==> config.mk <==
export PLATFORM = sky130hd
export DESIGN_NAME = vram_wr_buf
export DESIGN_NICKNAME = d
export VERILOG_FILES = /design/src/rtl/vram_wr_buf.sv
export SDC_FILE = /design/constraint.sdc
export NUM_CORES = 1
export LEC_CHECK = 0
export CELL_PAD_IN_SITES_DETAIL_PLACEMENT = 1
export CELL_PAD_IN_SITES_GLOBAL_PLACEMENT = 1
export CORE_MARGIN = 2
export CORE_UTILIZATION = 44
export DETAILED_ROUTE_END_ITERATION = 10
export PLACE_DENSITY = 0.87
export SKIP_CTS_REPAIR_TIMING = 1
export SLEW_MARGIN = 20
export SYNTH_ARGS = -nofsm -noshare
export SYNTH_HDL_FRONTEND = slang
export SYNTH_SLANG_ARGS = --single-unit
export TNS_END_PERCENT = 1
==> constraint.sdc <==
create_clock -name pixClock -period 2.9 [get_ports pixClock]
set_clock_uncertainty 0.1 [all_clocks]
set_input_delay 0.435 -clock pixClock [delete_from_list [all_inputs] [get_ports pixClock]]
set_output_delay 0.435 -clock pixClock [all_outputs]
set_load 0.05 [all_outputs]
==> src/rtl/vram_wr_buf.sv <==
// CPU-to-VRAM write buffer: queues CPU writes and slips each one into the free slots 1-3 of the 8-pixel fetch cycle.
// Optional build macro VRAM_WR_BUF_COALESCE_EN merges a write into the newest queued entry at the same address.
module vram_wr_buf #(
    parameter int DEPTH = 4
) (
    input  logic                     pixClock,
    input  logic                     reset,
    input  logic                     cpuWrStb,
    input  logic [12:0]              cpuWrAddr,
    input  logic [7:0]               cpuWrData,
    input  logic [9:0]               hCount,
    input  logic [12:0]              vidAddr,
    output logic [12:0]              vramAddr,
    output logic [7:0]               vramDataOut,
    output logic                     vramDataOE,
    output logic                     nvramWE,
    output logic                     bufEmpty,
    output logic [$clog2(DEPTH):0]   bufCount,
    output logic                     overflow,
    output logic [1:0]               dbgState
);
    localparam int AW = $clog2(DEPTH);
    localparam int CW = AW + 1;
    localparam int EW = 21;

    typedef enum logic [1:0] {
        IDLE   = 2'd0,
        SETUP  = 2'd1,
        STROBE = 2'd2,
        HOLD   = 2'd3
    } state_t;

    state_t          r_state;
    state_t          w_next;
    logic [EW-1:0]   r_mem [DEPTH];
    logic [AW-1:0]   r_wr_ptr;
    logic [AW-1:0]   r_rd_ptr;
    logic [AW-1:0]   w_last_ptr;
    logic [CW-1:0]   r_count;
    logic [CW-1:0]   w_count_nxt;
    logic            r_empty;
    logic            r_overflow;
    logic [12:0]     r_wr_addr;
    logic [7:0]      r_wr_data;
    logic            w_slot_ok;
    logic            w_pop;
    logic            w_full;
    logic            w_push;
    logic            w_coal;
    logic            w_drop;
    logic            w_unused_hcount;

    // Only the low three bits pick the slot inside the 8-pixel fetch cycle.
    assign w_unused_hcount = ^hCount[9:3];
    assign w_slot_ok  = (hCount[2:0] == 3'd1) || (hCount[2:0] == 3'd2) || (hCount[2:0] == 3'd3);
    assign w_pop      = (r_state == IDLE) && (r_count != '0) && w_slot_ok;
    assign w_full     = (r_count == CW'(DEPTH));
    assign w_last_ptr = r_wr_ptr - AW'(1);

`ifdef VRAM_WR_BUF_COALESCE_EN
    // With one entry that is leaving this edge there is nothing left to merge into.
    assign w_coal = cpuWrStb && (r_count != '0) && (r_mem[w_last_ptr][20:8] == cpuWrAddr)
                    && !(w_pop && (r_count == CW'(1)));
`else
    assign w_coal = 1'b0;
`endif

    assign w_push = cpuWrStb && !w_coal && (!w_full || w_pop);
    assign w_drop = cpuWrStb && !w_coal && w_full && !w_pop;

    always_comb begin
        w_count_nxt = r_count;
        case ({w_push, w_pop})
            2'b10:   w_count_nxt = r_count + CW'(1);
            2'b01:   w_count_nxt = r_count - CW'(1);
            default: w_count_nxt = r_count;
        endcase
    end

    always_comb begin
        w_next      = r_state;
        nvramWE     = 1'b1;
        vramDataOE  = 1'b1;
        vramAddr    = r_wr_addr;
        case (r_state)
            IDLE: begin
                vramDataOE = 1'b0;
                vramAddr   = vidAddr;
                if (w_pop) w_next = SETUP;
            end
            SETUP:   w_next = STROBE;
            STROBE: begin
                nvramWE = 1'b0;
                w_next  = HOLD;
            end
            HOLD:    w_next = IDLE;
            default: w_next = IDLE;
        endcase
    end

    always_ff @(posedge pixClock) begin
        if (reset) begin
            r_state    <= IDLE;
            r_wr_ptr   <= '0;
            r_rd_ptr   <= '0;
            r_count    <= '0;
            r_empty    <= 1'b1;
            r_overflow <= 1'b0;
            r_wr_addr  <= '0;
            r_wr_data  <= '0;
        end else begin
            r_state <= w_next;
            r_count <= w_count_nxt;
            r_empty <= (w_count_nxt == '0);
            if (w_push) r_wr_ptr <= r_wr_ptr + AW'(1);
            if (w_pop) begin
                r_rd_ptr  <= r_rd_ptr + AW'(1);
                r_wr_addr <= r_mem[r_rd_ptr][20:8];
                r_wr_data <= r_mem[r_rd_ptr][7:0];
            end
            if (w_drop) r_overflow <= 1'b1;
        end
    end

    // Storage needs no reset; the pointers and count define what is valid.
    always_ff @(posedge pixClock) begin
        if (!reset) begin
            if (w_push)      r_mem[r_wr_ptr]       <= {cpuWrAddr, cpuWrData};
            else if (w_coal) r_mem[w_last_ptr][7:0] <= cpuWrData;
        end
    end

    assign vramDataOut = r_wr_data;
    assign bufEmpty    = r_empty;
    assign bufCount    = r_count;
    assign overflow    = r_overflow;
    assign dbgState    = r_state;

endmodule

==> results of run 1 <==
[how the worst max path moves through the flow]
| stage | cells after the start | to | slack [ns] | start |
|---|---|---|---|---|
| finish | 5 | vramDataOE | 0.12 | dbgState[0] |
| global route | 5 | vramDataOE | 0.02 | dbgState[0] |
| CTS | 5 | vramDataOE | 0.09 | dbgState[0] |
| detailed placement | 9 | bufCount[2] | 0.04 | hCount[2] |
| global placement | 9 | bufCount[2] | 0.16 | hCount[2] |
| floorplan | 11 | bufCount[1] | 0.04 | dbgState[0] |
[kinds of logic after synthesis]
family | share of synthesized area
simple gates | 0.0800
flops | 0.674
fa+ha+maj | 0.0203
buf+inv | 0.0331
compound gates | 0.0547
mux | 0.132
xor+xnor | 0.00560
[flip-flops by register name (all words and copies together), names as in the netlist]
register and cells:
bufCount 3, r_wr_addr 13, vramDataOut 8, r_mem 84
overflow 1, bufEmpty 1, r_wr_ptr 2, r_rd_ptr 2
dbgState 2
[worst max-delay path, cell delays in order, from the launching register on]
cell and delay (ns):
dfxtp_2 0.32, inv_1 0.06, ha_1 0.23, buf_4 0.22, inv_1 0.09, clkdlybuf4s50_1 0.80
[synthesized netlist by cell type, types with 4 or more instances]
master and instances:
a21oi_1 27, buf_2 4, nor2_1 8, buf_6 4, clkbuf_1 4, inv_1 9, and2_1 4, mux4_2 21
ha_1 6, o21ai_0 5, edfxtp_1 84, mux2_2 13, dfxtp_1 32, nand2_1 46
[final cells by class]
type                    count  area [um^2]
repair buffers             85          791
clock buffers              19          422
well taps                 136          170
fillers                   970         4280
inverters                   9         33.8
clock inverters            13         90.1
multi-input cells         165         1370
flip-flops and latches    116         3170
[metal layers]
layer  vias up  global-route usage  routed length, um
met1      1462               0.252               4490
met4         0               0.100                212
li1       1335                   -                  -
met2        90               0.367               6070
met5         -                   0                  0
met3        15              0.0527                570
[placed cells by master (no fill, tap or decap), drive strengths merged, types with 2 or more instances in the layout]
master          n
and3            2
clkdlybuf4s50  56
clkinv          8
and2            4
nor2            8
xor2            2
clkbuf         19
buf            29
or3             4
dfxtp          32
mux2           13
nand3           4
inv            10
clkinvlp        4
ha              6
nor2b           2
edfxtp         84
mux4           21
nand2          46
a21oi          27
o21ai           6
nand4           2
[per-stage QoR]
step                utilization  area, um^2  worst slack [ns]
global placement          0.536        5530             0.155
detailed placement        0.536        5530            0.0430
CTS                       0.586        6050            0.0941
global route              0.586        6050            0.0204
finish                    0.586        6050             0.123
floorplan                     -        4690            0.0378
[power groups by stage]
stage	combinational (mW)	clock, mW	sequential [mW]
2_1_floorplan	0.751	0	2.04
3_3_place_gp	1.14	0	1.97
3_5_place_dp	1.18	0	1.97
4_1_cts	1.19	1.81	1.94
5_1_grt	1.25	1.88	1.95
6_report	1.18	1.78	1.94
==> results.ini, run 1 <==
[critical_path]
end_kind=output pin
reg2regPathDepth=10
critPathArrivalTime_ns=2.24
cp_data_required_time_ns=2.37
startpoint_type=register
reg2reg_to=bufCount[2]
cp_max_fo=17
crit_type=register to output pin
timing.rr.start=dbgState[0]
r2r_slack_ns=0.37

[synthesis]
yosys_most_used_dff=edfxtp_1
synth_area_per_cell_um2=15.2
synth_area_um2=4690
synth_top_area_share=0.538
seq_area_frac_synth=0.674
synth.largest_area_cell=edfxtp_1
async_reset_ff_frac=0
yosys_warnings=0
ys_ff_latch=116
synthCells=309
synthTopCellsByArea=edfxtp_1, dfxtp_1, mux4_2
synthDistinctLibCells=45
synth_nets=363
synth_edf_count=84

[finish]
final-instance-count-excl-fill=543
area_growth_pct=28.9
nets=448
drive_above_1_share=0.253
insertedDiodeCount=0

[timing]
drv_slew=0
hold_slack_ns=0.353
setup_viol=0
setup_tns_ns=0
rsz0062_at_grt=no
tightest_slew_ns=0.589
min_period_ns=2.78
finalHoldViolCount=0
min_period_over_period=0.958
relSlewSlack=0.607
fmax_mhz=360

[routing]
drc_errors=0
routed_wl_um=11300
drt_iter0_drc=132
avgRoutedWirePerCell_um=20.9
firstDrtPassIters=4
viasPerCell=5.34
drtAntennaViolNets=0
vias=2902

[die]
die_y_um=107
die_x_um=107
rows=37
core_area_um2=10300
die_area_um2=11500
io_pins=77
initial_core_util=0.454

[grt]
grt_pass1_wl_um=17700
overflow=0
grt_pass1_vias=3224
antenna_found_initial=0
grtUsageTotal=0.213
grt_max_degree=33

[min_path]
holdCritPathClass=register to register
worst_hold_path.num_cells=2
hold_start=r_wr_addr[6]
whs_endpoint=r_wr_addr[6]

[pwr]
p_int_mw=3.37
p_per_area_nw_per_um2=810
ir_worst_vdd_mv=0.412
leakagePower_nw=2.05
p_clk_frac=0.363
report.power.total_mw=4.90
pwr-share-comb=0.241
p_switching_mw=1.53
switching_share=0.312
pwr-share-seq=0.396

[place]
routabilityCongestion=0.840
dp_cells=511
hpwl_um=6870
numPortBuffers=69

[job]
maxCapViolCount=0

[cts]
cts_sinks=116
cts_buffers=17
cts_tree=done
cts_root_buffer=clkbuf_8
clk_latency_ns=0.52
clockBufferDepth=2
h-tree-depth=4
clkTransAtPathRegs_ns=0.06

[run_status]
status=finished, final reports clean

Note: power is estimated with default switching activity, not from simulation.
==> run 2, diff against run 1 <==
--- a/config.mk
+++ b/config.mk
@@ -10,7 +10,7 @@
 export CORE_MARGIN = 2
 export CORE_UTILIZATION = 44
 export DETAILED_ROUTE_END_ITERATION = 10
-export PLACE_DENSITY = 0.87
+export PLACE_DENSITY_LB_ADDON = 0.1
 export SKIP_CTS_REPAIR_TIMING = 1
 export SLEW_MARGIN = 20
 export SYNTH_ARGS = -nofsm -noshare
==> run 2 against run 1 <==
Against the previous run:
- sequential power barely moved
- cell count rose by 0.18%
- die area did not move
- register-to-register slack got worse by 0.07 ns
- power rose by 6.0%
- clock power rose by 17%
- critical path depth rose by 5
- sequential share of layout area fell by 0.65 points
- utilization rose by 0.74 points
- worst setup slack improved by 0.18 ns
- worst hold slack barely moved
==> results.ini, run 2 (synthesis results as in run 1) <==
[run_status]
status=finished, final reports clean

[pwr]
leakagePower_nw=2.09  ; +2.3%
p_per_area_nw_per_um2=848  ; +4.7%
ir_worst_vdd_mv=0.476  ; +16%
report.power.total_mw=5.19  ; +6.0%

[timing]
min_period_over_period=0.897  ; -0.0610
setup_tns_ns=0  ; unchanged
setup_viol=0  ; unchanged
drv_slew=0  ; unchanged
setup_slack_ns=0.300  ; +0.177 ns
fmax_mhz=385  ; +6.8%
finalHoldViolCount=0  ; unchanged
rsz0062_at_grt=no
tightest_slew_ns=0.601  ; +0.0120 ns
relSlewSlack=0.599  ; -0.00803
min_period_ns=2.60  ; -0.177 ns

[grt]
grtUsageTotal=0.198  ; -0.0158
antenna_found_initial=0  ; unchanged
grt_pass1_wl_um=16700  ; -5.5%
overflow=0  ; unchanged
grt_pass1_vias=3099  ; -3.9%
grt_max_degree=33  ; unchanged

[cts]
clk_latency_ns=0.51  ; about the same
clkTransAtPathRegs_ns=0.06  ; about the same
h-tree-depth=4  ; unchanged
cts_tree=done
cts_sinks=116  ; unchanged
cts_root_buffer=clkbuf_8
cts_buffers=17  ; unchanged
clockBufferDepth=2  ; unchanged

[routing]
vias=2873  ; -1.0%
wl_met2_um=5620  ; -7.3%
routed.top_layer=met4
dr_wl_met3_um=391  ; -31%
routed_wl_um=10500  ; -7.1%
viasPerCell=5.28  ; -1.2%
firstDrtPassIters=4  ; unchanged
drt_iter0_drc=122  ; -7.6%
avgRoutedWirePerCell_um=19.3  ; -7.3%
drc_errors=0  ; unchanged
met1Wirelength_um=4410  ; -1.7%
drtAntennaViolNets=0  ; unchanged

[critical_path]
end_kind=register
cp_max_fo=7  ; -10
startpoint_type=register
crit_type=register to register
critPathArrivalTime_ns=2.93  ; +0.69 ns
cp_data_required_time_ns=3.23  ; +0.86 ns

[finish]
utilization=0.593  ; +0.00739
drive_above_1_share=0.255  ; +0.00183
top_register=r_mem
area_growth_pct=30.5
largest_reg_flops=84  ; unchanged
nets=449  ; +0.22%
final_common_cell=edfxtp_1
layout_common_cells=edfxtp_1, clkdlybuf4s50_1, nand2_1
insertedDiodeCount=0  ; unchanged

[place]
routabilityCongestion=0.821  ; -2.3%
place_ws_ns=0.0666  ; +0.0236 ns
hpwl_um=6200  ; -9.7%
numPortBuffers=69  ; unchanged

[die]
io_pins=77  ; unchanged
core_area_um2=10300  ; unchanged
rows=37  ; unchanged
initial_core_util=0.454  ; unchanged
die_x_um=107  ; unchanged
die_area_um2=11500  ; unchanged
die_y_um=107  ; unchanged

[job]
maxCapViolCount=0  ; unchanged

[min_path]
holdCritPathClass=register to register

==> run 2: worst max-delay path: stages, from the launching register on <==
cell and delay (ns):
dfxtp_2 0.32, inv_1 0.09, ha_1 0.24, and2b_4 0.23
and3_4 0.19, nand2_1 0.07, fa_1 0.45, nor4b_1 0.42
nor2_1 0.09, o221a_2 0.14, a211oi_1 0.18
==> run 2: report_power, final <==
group / internal, mW / switching (mW) / leakage [nW] / total, mW
logic: 0.459 / 0.721 / 0.796 / 1.18
clock network: 1.33 / 0.753 / 0.274 / 2.08
registers: 1.87 / 0.0594 / 1.02 / 1.93
==> run 2: worst paths after layout <==
check | end | cells past startpoint | slack [ns] | startpoint
setup / recovery | bufCount[2] | 10 | 0.30 | dbgState[0]
hold / removal | r_wr_addr[2] | 2 | 0.35 | r_wr_addr[2]
hold reg to reg | r_wr_addr[2] | 2 | 0.35 | r_wr_addr[2]
setup reg to reg | bufCount[2] | 10 | 0.30 | dbgState[0]
==> run 2: per-layer routing <==
metal  global-route usage  up-vias
met5                    0        -
met4               0.0594        0
met1                0.241     1452
li1                     -     1330
met2                0.347       76
met3               0.0490       15
==> run 2: area by class of cell <==
cell class              instances  area (um^2)
fillers                       984         4200
well taps                     136          170
flip-flops and latches        116         3170
inverters                       9         33.8
repair buffers                 86          788
multi-input cells             165         1370
clock inverters                12          155
clock buffers                  20          435
==> run 2: metrics by stage <==
stage / instances / hold WS [ns] / area (um^2)
CTS: 544 / 0.357 / 6120
finish: 544 / 0.353 / 6120
detailed placement: 512 / 0.348 / 5530
global placement: 512 / 0.339 / 5530
global route: 544 / 0.375 / 6120
floorplan: 309 / 0.334 / 4690
